==> src/rtl/serial_add_ctrl.sv <==
// Bit-serial adder sequencer: captures two W-bit operands and a carry-in,
// then steps one shared full-adder cell LSB-first for W clocks and publishes
// the registered sum and carry-out with a one-cycle done pulse.
module serial_add_ctrl #(
  parameter int unsigned W = 4
) (
  input  logic         clk,
  input  logic         reset,
  input  logic         start,
  input  logic [W-1:0] a,
  input  logic [W-1:0] b,
  input  logic         cIN,
  output logic         busy,
  output logic         done,
  output logic [W-1:0] z,
  output logic         cOUT
);

  localparam int unsigned CW = $clog2(W + 1);

  typedef enum logic [1:0] {
    S_IDLE,
    S_RUN,
    S_DONE
  } state_t;

  state_t          state_q, state_d;
  logic [W-1:0]    ra_q, ra_d;
  logic [W-1:0]    rb_q, rb_d;
  logic            carry_q, carry_d;
  logic [W-1:0]    psum_q, psum_d;
  logic [CW-1:0]   count_q, count_d;
  logic [W-1:0]    z_q, z_d;
  logic            cout_q, cout_d;

  // Shared full-adder cell, fed from the operand LSBs and the running carry.
  logic fa_a, fa_b, fa_sum, fa_carry;
  assign fa_a     = ra_q[0];
  assign fa_b     = rb_q[0];
  assign fa_sum   = fa_a ^ fa_b ^ carry_q;
  assign fa_carry = (fa_a & fa_b) | (carry_q & (fa_a ^ fa_b));

  // State and datapath registers; reset clears everything.
  always_ff @(posedge clk) begin
    if (reset) begin
      state_q <= S_IDLE;
      ra_q    <= '0;
      rb_q    <= '0;
      carry_q <= 1'b0;
      psum_q  <= '0;
      count_q <= '0;
      z_q     <= '0;
      cout_q  <= 1'b0;
    end else begin
      state_q <= state_d;
      ra_q    <= ra_d;
      rb_q    <= rb_d;
      carry_q <= carry_d;
      psum_q  <= psum_d;
      count_q <= count_d;
      z_q     <= z_d;
      cout_q  <= cout_d;
    end
  end

  // Next-state and datapath sequencing for IDLE / RUN / DONE.
  always_comb begin
    state_d = state_q;
    ra_d    = ra_q;
    rb_d    = rb_q;
    carry_d = carry_q;
    psum_d  = psum_q;
    count_d = count_q;
    z_d     = z_q;
    cout_d  = cout_q;
    unique case (state_q)
      S_IDLE: begin
        if (start) begin
          ra_d    = a;
          rb_d    = b;
          carry_d = cIN;
          count_d = '0;
          state_d = S_RUN;
        end
      end
      S_RUN: begin
        // Shift then set the MSB so the W=1 case needs no special slicing.
        psum_d        = psum_q >> 1;
        psum_d[W-1]   = fa_sum;
        ra_d          = ra_q >> 1;
        rb_d          = rb_q >> 1;
        carry_d       = fa_carry;
        count_d       = count_q + CW'(1);
        if (count_q == CW'(W - 1)) begin
          z_d     = psum_d;
          cout_d  = fa_carry;
          state_d = S_DONE;
        end
      end
      S_DONE: begin
        state_d = S_IDLE;
      end
      default: begin
        state_d = S_IDLE;
      end
    endcase
  end

  assign busy = (state_q == S_RUN);
  assign done = (state_q == S_DONE);
  assign z    = z_q;
  assign cOUT = cout_q;

endmodule

==> config.mk <==
export PLATFORM = sky130hd
export DESIGN_NAME = serial_add_ctrl
export DESIGN_NICKNAME = d
export VERILOG_FILES = /design/src/rtl/serial_add_ctrl.sv
export SDC_FILE = /design/constraint.sdc
export NUM_CORES = 1
export LEC_CHECK = 0
export CAP_MARGIN = 20
export CORE_ASPECT_RATIO = 1.25
export CORE_MARGIN = 8
export CORE_UTILIZATION = 50
export CTS_CLUSTER_SIZE = 30
export DETAILED_ROUTE_END_ITERATION = 12
export PLACE_DENSITY = 0.79
export SLEW_MARGIN = 20
export SYNTH_ARGS = -nofsm -noshare
export SYNTH_HDL_FRONTEND = slang
export SYNTH_SLANG_ARGS = --single-unit
==> constraint.sdc <==
create_clock -name clk -period 2.23 [get_ports clk]
set_input_delay 0.223 -clock clk [delete_from_list [all_inputs] [get_ports clk]]
set_output_delay 0.223 -clock clk [all_outputs]
set_load 0.005 [all_outputs]
; Word-level counts from Yosys, hierarchy flattened
; Index checks and enable logic that the tools add are counted.
[op_classes]
addsub = 1
n_eq_ne = 5
mux = 11
n_bitwise = 5
reduce_logical = 5
[ops]
columns = op, count
row1 = $pmux 4 s2, 2
row2 = $mux 4, 2
row3 = $pmux 3 s2, 1
row4 = $reduce_and 2->1, 3
row5 = $mux 2, 2
row6 = $pmux 2 s2, 1
row7 = $add 3x1->3 const B, 1
row8 = $eq 3x2->1 const B, 1
row9 = $mux 3, 1
row10 = $and 1x1->1, 2
row11 = $eq 2x1->1 const B, 1
row12 = $eq 2x2->1 const B, 1
row13 = $logic_not 2->1, 1
row14 = $ne 2x1->1 const B, 1
row15 = $ne 2x2->1 const B, 1
row16 = $pmux 1 s2, 1
row17 = $reduce_bool 2->1, 1
row18 = $xor 1x1->1, 2
row19 = $mux 1, 1
row20 = $or 1x1->1, 1
[word_totals]
ff_bits = 23
input_bits = 12
out_inout_bits = 7
elab_cells = 35

; Logic depth before layout (Yosys ltp)
; Gate-level depths: netlist of run 1.
[depth]
word_depth = 4
depth_mapped = 5
ltp_nobuf = 5

; Worst setup path after synthesis of run 1
; No wires, ideal clock.
[synth_path]
path_type = register -> register
start = register count_q[0]
end = register cout_q, in the netlist cOUT
setup_time_ns = 0.132
arrival_ns = 1.069
t_required_ns = 2.098
slack_ns = 1.029
stages_incl_launch_ff = 6
path_buffers = 0
period_less_slack_ns = 1.201
cell_sequence = dfxtp_1 > ha_1 > ha_1 > nand3b_1 > nand2_1 > a21oi_1
[synth_via]
elab_chain_cells = 2
[synth_rtl]
columns = element, line_no
row1 = "start, declared", 32  ; logic [CW-1:0] count_q, count_d;
row2 = "start signal, assigned", 60  ; count_q <= count_d;
row3 = $eq 3x2->1, 94  ; if (count_q == CW'(W - 1)) begin
row4 = $reduce_and 2->1 (no line), --
row5 = "end signal, assigned", 62  ; cout_q <= cout_d;
row6 = "end, declared", 34  ; logic cout_q, cout_d;
; Every way passes these cells.
; A chain may end at the register's enable or synchronous reset.

; Final worst setup path of run 1
[layout_path]
start = register state_q[1]
end = output port busy
[layout_via]
elab_chain_cells = 1
[layout_rtl]
columns = element, line_no
row1 = "start, declared", 27  ; state_t state_q, state_d;
row2 = "start signal, assigned", 55  ; state_q <= state_d;
row3 = $eq 2x1->1, 109  ; assign busy = (state_q == S_RUN);
row4 = "end, declared", 13  ; output logic busy,
; Every way passes these cells.

==> results of run 1 <==
==> power by group through the flow <==
stage	Combinational, mW	Sequential [mW]	Clock [mW]
detailed placement	0.115	0.434	0
CTS	0.117	0.425	0.180
global placement	0.112	0.434	0
finish	0.115	0.425	0.171
floorplan	0.0830	0.433	0
global route	0.127	0.429	0.192
==> how the worst max path moves through the flow <==
stage,from,to,slack (ns),cells after the start
6_report,state_q[1],busy,0.43,2
5_1_grt,state_q[1],busy,0.35,2
4_1_cts,state_q[1],busy,0.41,2
3_5_place_dp,state_q[1],busy,0.76,2
3_3_place_gp,state_q[1],busy,0.79,2
2_1_floorplan,count_q[0],cOUT,1.03,5
==> stage by stage <==
step                 util  hold slack (ns)  area [sq um]  worst slack [ns]
finish              0.614            0.467          1180             0.426
global route        0.614            0.502          1180             0.346
CTS                 0.614            0.471          1180             0.412
detailed placement  0.603            0.452          1150             0.757
global placement    0.603            0.446          1150             0.788
floorplan               -            0.288           976              1.03
==> routing by layer <==
layer | up-vias | track usage | wire [um]
met2 | 14 | 0.197 | 998
li1 | 364 | - | -
met3 | 2 | 0.0308 | 97
met1 | 336 | 0.110 | 802
met4 | 0 | 0.0401 | 7
met5 | - | 0 | 0
==> kinds of logic after synthesis <==
group                    count (synthesis)  synth area share
AND/OR/NAND/NOR                         31             0.151
flip-flops                              22             0.451
adder cells (fa/ha/maj)                  3            0.0462
AO/OA/AOI/OAI                           19             0.183
multiplexers                            11             0.113
buffers and inverters                    8            0.0551
==> state kept, by name, indices dropped and copies added (netlist names) <==
| name | count |
|---|---|
| ra_q | 4 |
| psum_q | 3 |
| carry_q | 1 |
| z | 4 |
| state_q | 2 |
| rb_q | 4 |
| cOUT | 1 |
| count_q | 3 |
==> layout make-up <==
class	count	area [sq um]	area share
multi-input cells	64	482	0.410
flip-flops and latches	22	440	0.374
repair buffers	20	195	0.166
well taps	20	25.0	0.0213
clock buffers	3	22.5	0.0191
inverters	3	11.3	0.00957
==> worst max-delay path, stage by stage, from the launching register on <==
cell             delay (ns)
dfxtp_1                0.38
and2b_4                0.37
clkdlybuf4s50_1        0.53
==> cells in the final DEF (no fill, tap or decap), types with 2 or more instances in the layout <==
| cell | instances |
|---|---|
| a211oi_2 | 8 |
| nand3_1 | 5 |
| mux2i_1 | 11 |
| inv_1 | 3 |
| nor2_1 | 15 |
| a22oi_1 | 4 |
| a21oi_1 | 5 |
| buf_4 | 2 |
| clkdlybuf4s50_1 | 18 |
| clkbuf_4 | 3 |
| dfxtp_1 | 22 |
| ha_1 | 2 |
| nand2_1 | 5 |
==> flow_summary.toml, run 1 <==
[worst_hold_path]
hold_depth = 2
min_from = "z[3]"
min_path_type = "reg2reg"
min_to = "z[3]"

[worst_setup_path]
worstPathRequired_ns = 2.01
worstSetupPathType = "reg2out"
worst-r2r-cell-count = 5
arrival_ns = 1.58
crit_path_end_kind = "output pin"
crit_path_max_fanout = 12
worstReg2RegEnd = "cOUT"
r2r_setup_slack_ns = 0.81
r2r-start = "count_q[0]"
start_kind = "register"

[synth]
ys_warn_count = 0
synth-async-reset-ratio = 0
netlist_instances = 94
netlist_top_cells_area = "dfxtp_1 (45%), mux2i_1 (11%), a211oi_2 (10%), nor2_1 (5.8%), a22oi_1 (3.1%)"
synth_area_sq_um = 976
seq_area_frac_synth = 0.451
synth_top_area_frac = 0.451
avgSynthCellArea_sq_um = 10.4
synth_common_cells = "dfxtp_1 (22), nor2_1 (15), mux2i_1 (11)"
syn_nets = 109
yosysTopAreaCell = "dfxtp_1"
synth_ff_type = "dfxtp_1"
ys_ff_latch = 22
synth.distinct_cells = 24
synth_edf_count = 0
synth_most_common_cell = "dfxtp_1"

[sta]
setup_viol = 0
relSlewSlack = 0.773
rsz0062_at_grt = "no"
min_period_over_period = 0.809
finalSetupTns_ns = 0
skew_ns = 0.00170
worst_slew_pin_slew_ns = 0.339
clock.fmax_mhz = 554
maxSlewViolCount = 0
finalHoldViolCount = 0
period_minus_slack_ns = 1.80

[place]
dp_cells = 129
routabilityCongestion = 0.670
port_buffers = 18
hpwl_mm = 1.41

[clocking]
numCtsBuffers = 3
clock-sinks = 22
htreeDepth = 1
post_cts_buffers = 0
clk_pin_slew_worst_paths_ns = 0.11
cts_tree = "yes"
cts_buffer_depth = 2
clk_latency_ns = 0.30
cts_root_buffer = "clkbuf_4"
cts_hold_buf = 0
cts.repair.resized = 0

[detailed_routing]
drt_wl_total_mm = 1.91
drtAntennaViolNets = 0
wl_per_cell_um = 14.4
vias = 716
post-route-drc-count = 0
drt_first_pass_iters = 4
drtIter0Drc = 12
via_per_inst = 5.42

[global_route]
overflow = 0
grt_pass1_wl_mm = 3.31
grt_pass1_vias = 783
grt_antenna_before_repair = 0
grt_max_degree = 23
grt_util_all_layers = 0.106

[finish]
final_layout_size_suffix_gt1_frac = 0.152
instances_no_fill = 132
fillers = 172
diodes = 0
nets = 129
area_growth_pct = 20.5

[die]
die_area_sq_mm = 0.00363
die_h_um = 65.4
die_x_um = 55.5
io_pins = 19
num_rows = 18
coreArea_sq_mm = 0.00191
initial_core_util = 0.510

[power_and_ir_drop]
power.density_mw_per_mm2 = 605
swShare = 0.248
power.switching_mw = 0.176
power_frac_comb = 0.162
p_leak_nw = 0.445
clkPwrFrac = 0.241
power_mw = 0.712
p_int_mw = 0.535
seqPwrFrac = 0.598
ir_drop_v = 0.000414

[flow_run]
cap_violations = 0

[run_status]
status = "completed"
(Power assumes the default switching activity.)
==> run 2: changes to the inputs <==
- CORE_UTILIZATION: 50 -> 49
- PLACE_DENSITY: 0.79 -> 0.78
- clock period: 2.23 -> 1.8 ns (I/O delays scaled with it)
==> flow_summary.toml, run 2 (synthesis results as in run 1) <==
[run_status]
status = "completed"

[die]
die_h_um = 65.9
die_area_sq_mm = 0.00368
io_pins = 19
die_x_um = 55.9
num_rows = 18
initial_core_util = 0.504
coreArea_sq_mm = 0.00194

[sta]
clock.fmax_mhz = 594
worst_slew_pin_slew_ns = 0.355
skew_ns = 0.00701
setup_viol = 0
finalSetupTns_ns = 0
finalHoldViolCount = 0
hold_ws_ns = 0.467
maxSlewViolCount = 0
min_period_over_period = 0.936
relSlewSlack = 0.763
rsz0062_at_grt = "no"
period_minus_slack_ns = 1.68

[flow_run]
cap_violations = 0

[power_and_ir_drop]
p_leak_nw = 0.474
power_mw = 1.05
ir_drop_v = 0.000561
power.density_mw_per_mm2 = 857

[worst_setup_path]
r2r-start = "count_q[0]"
worstReg2RegEnd = "z[3]"
worstSetupPathType = "reg2out"
start_kind = "register"
worst-r2r-cell-count = 5
crit_path_end_kind = "output pin"
crit_path_max_fanout = 7
arrival_ns = 1.50
worstPathRequired_ns = 1.62
r2r_setup_slack_ns = 0.40

[global_route]
overflow = 0
grt_pass1_wl_mm = 3.47
grt_antenna_before_repair = 0
grt_max_degree = 23
grt_pass1_vias = 794
grt_util_all_layers = 0.113

[detailed_routing]
drtIter0Drc = 16
drt_first_pass_iters = 4
vias = 732
drt_wl_total_mm = 1.91
post-route-drc-count = 0
drtAntennaViolNets = 0
via_per_inst = 5.38
wl_per_cell_um = 14.1

[clocking]
cts_buffer_depth = 2
cts_root_buffer = "clkbuf_4"
clk_pin_slew_worst_paths_ns = 0.13
numCtsBuffers = 3
post_cts_buffers = 0
cts_hold_buf = 0
htreeDepth = 1
cts_tree = "yes"
clk_latency_ns = 0.31
cts.repair.resized = 0
clock-sinks = 22

[place]
port_buffers = 18
hpwl_mm = 1.43
routabilityCongestion = 0.707

[finish]
layout_common_cells = "dfxtp_1 (22), clkdlybuf4s50_1 (18), nor2_1 (15)"
final_common_cell = "dfxtp_1"
diodes = 0
seqCellArea_sq_um = 440
final_layout_size_suffix_gt1_frac = 0.181
area_growth_pct = 25.9
fillers = 170
multiInputGateArea_sq_um = 482
nets = 132

[worst_hold_path]
hold_depth = 2
min_to = "z[2]"
min_path_type = "reg2reg"
min_from = "z[2]"
-- run 2: metrics by stage --
stage               utilization  cell area [sq um]  instances  setup slack, ns
floorplan                     -                976         94            0.599
global placement          0.596               1150        129            0.404
detailed placement        0.596               1150        129            0.368
CTS                       0.623               1210        133          0.00119
global route              0.634               1230        136           0.0360
finish                    0.634               1230        136            0.115
-- run 2: metal layers --
metal,wire (um),vias to the layer above,track usage
met5,0,-,0
met4,42,0,0.0633
met3,62,5,0.0231
met2,1020,10,0.205
met1,788,344,0.119
li1,-,373,-
-- run 2: how the worst max path moves through the flow --
stage                     slack, ns  startpoint  cells past startpoint   end
after global routing           0.04  state_q[1]                      2  busy
after floorplan                0.60  count_q[0]                      5  cOUT
after global placement         0.40  state_q[1]                      2  busy
final                          0.12  state_q[1]                      2  busy
after detailed placement       0.37  state_q[1]                      2  busy
after CTS                     0.001  state_q[1]                      2  busy
-- run 2: critical path: stages, from the launching register on --
cell and delay [ns]:
dfxtp_1 0.38, and2b_4 0.31, clkdlybuf4s50_1 0.51
-- run 2: area by class of cell --
cell class / instances / share of cell area
clock buffer: 3 / 0.0183
clock inverter: 1 / 0.0244
inverter: 3 / 0.00916
multi-input combinational: 64 / 0.392
sequential: 22 / 0.358
tap: 20 / 0.0204
timing repair buffer: 23 / 0.177
-- run 2: power by group --
group | leakage [nW] | internal, mW | switching [mW]
Sequential | 0.180 | 0.511 | 0.0159
Combinational | 0.266 | 0.0790 | 0.0691
Clock | 0.0279 | 0.225 | 0.153
==> run 3: changes to the inputs <==
- SETUP_SLACK_MARGIN: unset -> 0.4
==> flow_summary.toml, run 3 (synthesis results as in run 1) <==
[finish]
fin_util = 0.654
final_layout_size_suffix_gt1_frac = 0.246
final_common_cell = "dfxtp_1"
nets = 134
fillers = 164
design_area_sq_mm = 0.00127
area_growth_pct = 29.7
layout_common_cells = "dfxtp_1 (19), nor2_1 (15), clkdlybuf4s50_1 (15)"
diodes = 0

[place]
port_buffers = 18
placed_area_sq_mm = 0.00115
routabilityCongestion = 0.707
hpwl_mm = 1.43

[die]
coreArea_sq_mm = 0.00194
die_area_sq_mm = 0.00368
die_x_um = 55.9
num_rows = 18
initial_core_util = 0.504
io_pins = 19
die_h_um = 65.9

[detailed_routing]
drt_first_pass_iters = 4
post-route-drc-count = 0
wl_per_cell_um = 14.6
vias = 741
via_per_inst = 5.37
drtIter0Drc = 14
drt_wl_total_mm = 2.01
drtAntennaViolNets = 0

[global_route]
grt_util_all_layers = 0.115
grt_pass1_vias = 796
grt_antenna_before_repair = 0
overflow = 0
grt_max_degree = 23
grt_pass1_wl_mm = 3.51

[worst_setup_path]
worstSetupPathType = "reg2out"
crit_path_end_kind = "output pin"
cp_cell_sequence = "clkdlybuf4s50_1"
worstPathRequired_ns = 1.62
max_stage_delay_ns = 0.50
r2r-start = "count_q[0]"
cp_slowest_cell = "clkdlybuf4s50_1"
crit_path_max_fanout = 2
start_kind = "register"
crit_buf_inv = 1
critical-path-top-delay-family = "buffers and inverters"
startpoint = "cOUT"
arrival_ns = 1.17

[sta]
setup_viol = 0
worst_slew_pin_slew_ns = 0.346
rsz0062_at_grt = "no"
clock.fmax_mhz = 742
min_period_over_period = 0.749
period_minus_slack_ns = 1.35
hold_ws_ns = 0.461
maxSlewViolCount = 0
skew_ns = 0.00194
finalHoldViolCount = 0
relSlewSlack = 0.769
finalSetupTns_ns = 0

[worst_hold_path]
min_path_type = "reg2reg"
min_from = "count_q[0]"

[clocking]
cts_root_buffer = "clkbuf_4"
clk_latency_ns = 0.31
cts_tree = "yes"
htreeDepth = 1
cts_buffer_depth = 2
clk_pin_slew_worst_paths_ns = 0.13
numCtsBuffers = 3
clock-sinks = 22
cts_hold_buf = 0

[run_status]
status = "completed"

[flow_run]
cap_violations = 0

[power_and_ir_drop]
p_leak_nw = 0.523
power.density_mw_per_mm2 = 836
ir_drop_v = 0.000580
power_mw = 1.06
[run 3: power by group]
part           switching [mW]  internal, mW
sequential             0.0164         0.510
combinational          0.0702        0.0800
clock                   0.157         0.225
total                   0.243         0.815
[run 3: timing repair]
item / 4_1_cts / 5_1_grt
pin swaps: 1 / 1
resized for setup: 4 / 7
endpoints found under the setup margin: 7 / 9
setup buffers: 1 / 4
gates cloned: 0 / 0
[run 3: cell type report]
cell class | count | area, sq um | share of cell area
Clock buffer | 3 | 22.5 | 0.0178
Inverter | 3 | 11.3 | 0.00889
Clock inverter | 1 | 30.0 | 0.0237
Sequential cell | 22 | 447 | 0.353
Multi-Input combinational cell | 64 | 490 | 0.387
Timing Repair Buffer | 25 | 240 | 0.190
Tap cell | 20 | 25.0 | 0.0198
[run 3: worst paths after layout]
check               end  slack (ns)  cells past startpoint
max                cOUT        0.45                      1
min          count_q[0]        0.46                      1
max reg2reg        z[3]        0.49                      5
min reg2reg  count_q[0]        0.46                      1
[run 3: metal layers]
layer / vias to the layer above / share of wire / global-route usage
li1: 376 / - / -
met1: 356 / 0.43 / 0.122
met2: 7 / 0.53 / 0.208
met3: 2 / 0.030 / 0.0231
met4: 0 / 0.0085 / 0.0633
met5: - / 0 / 0
[run 3: through the flow]
stage                     setup WS [ns]  cells
final                             0.452    138
after global routing              0.403    138
after CTS                         0.170    134
after detailed placement          0.368    129
after global placement            0.404    129
after floorplan                   0.599     94
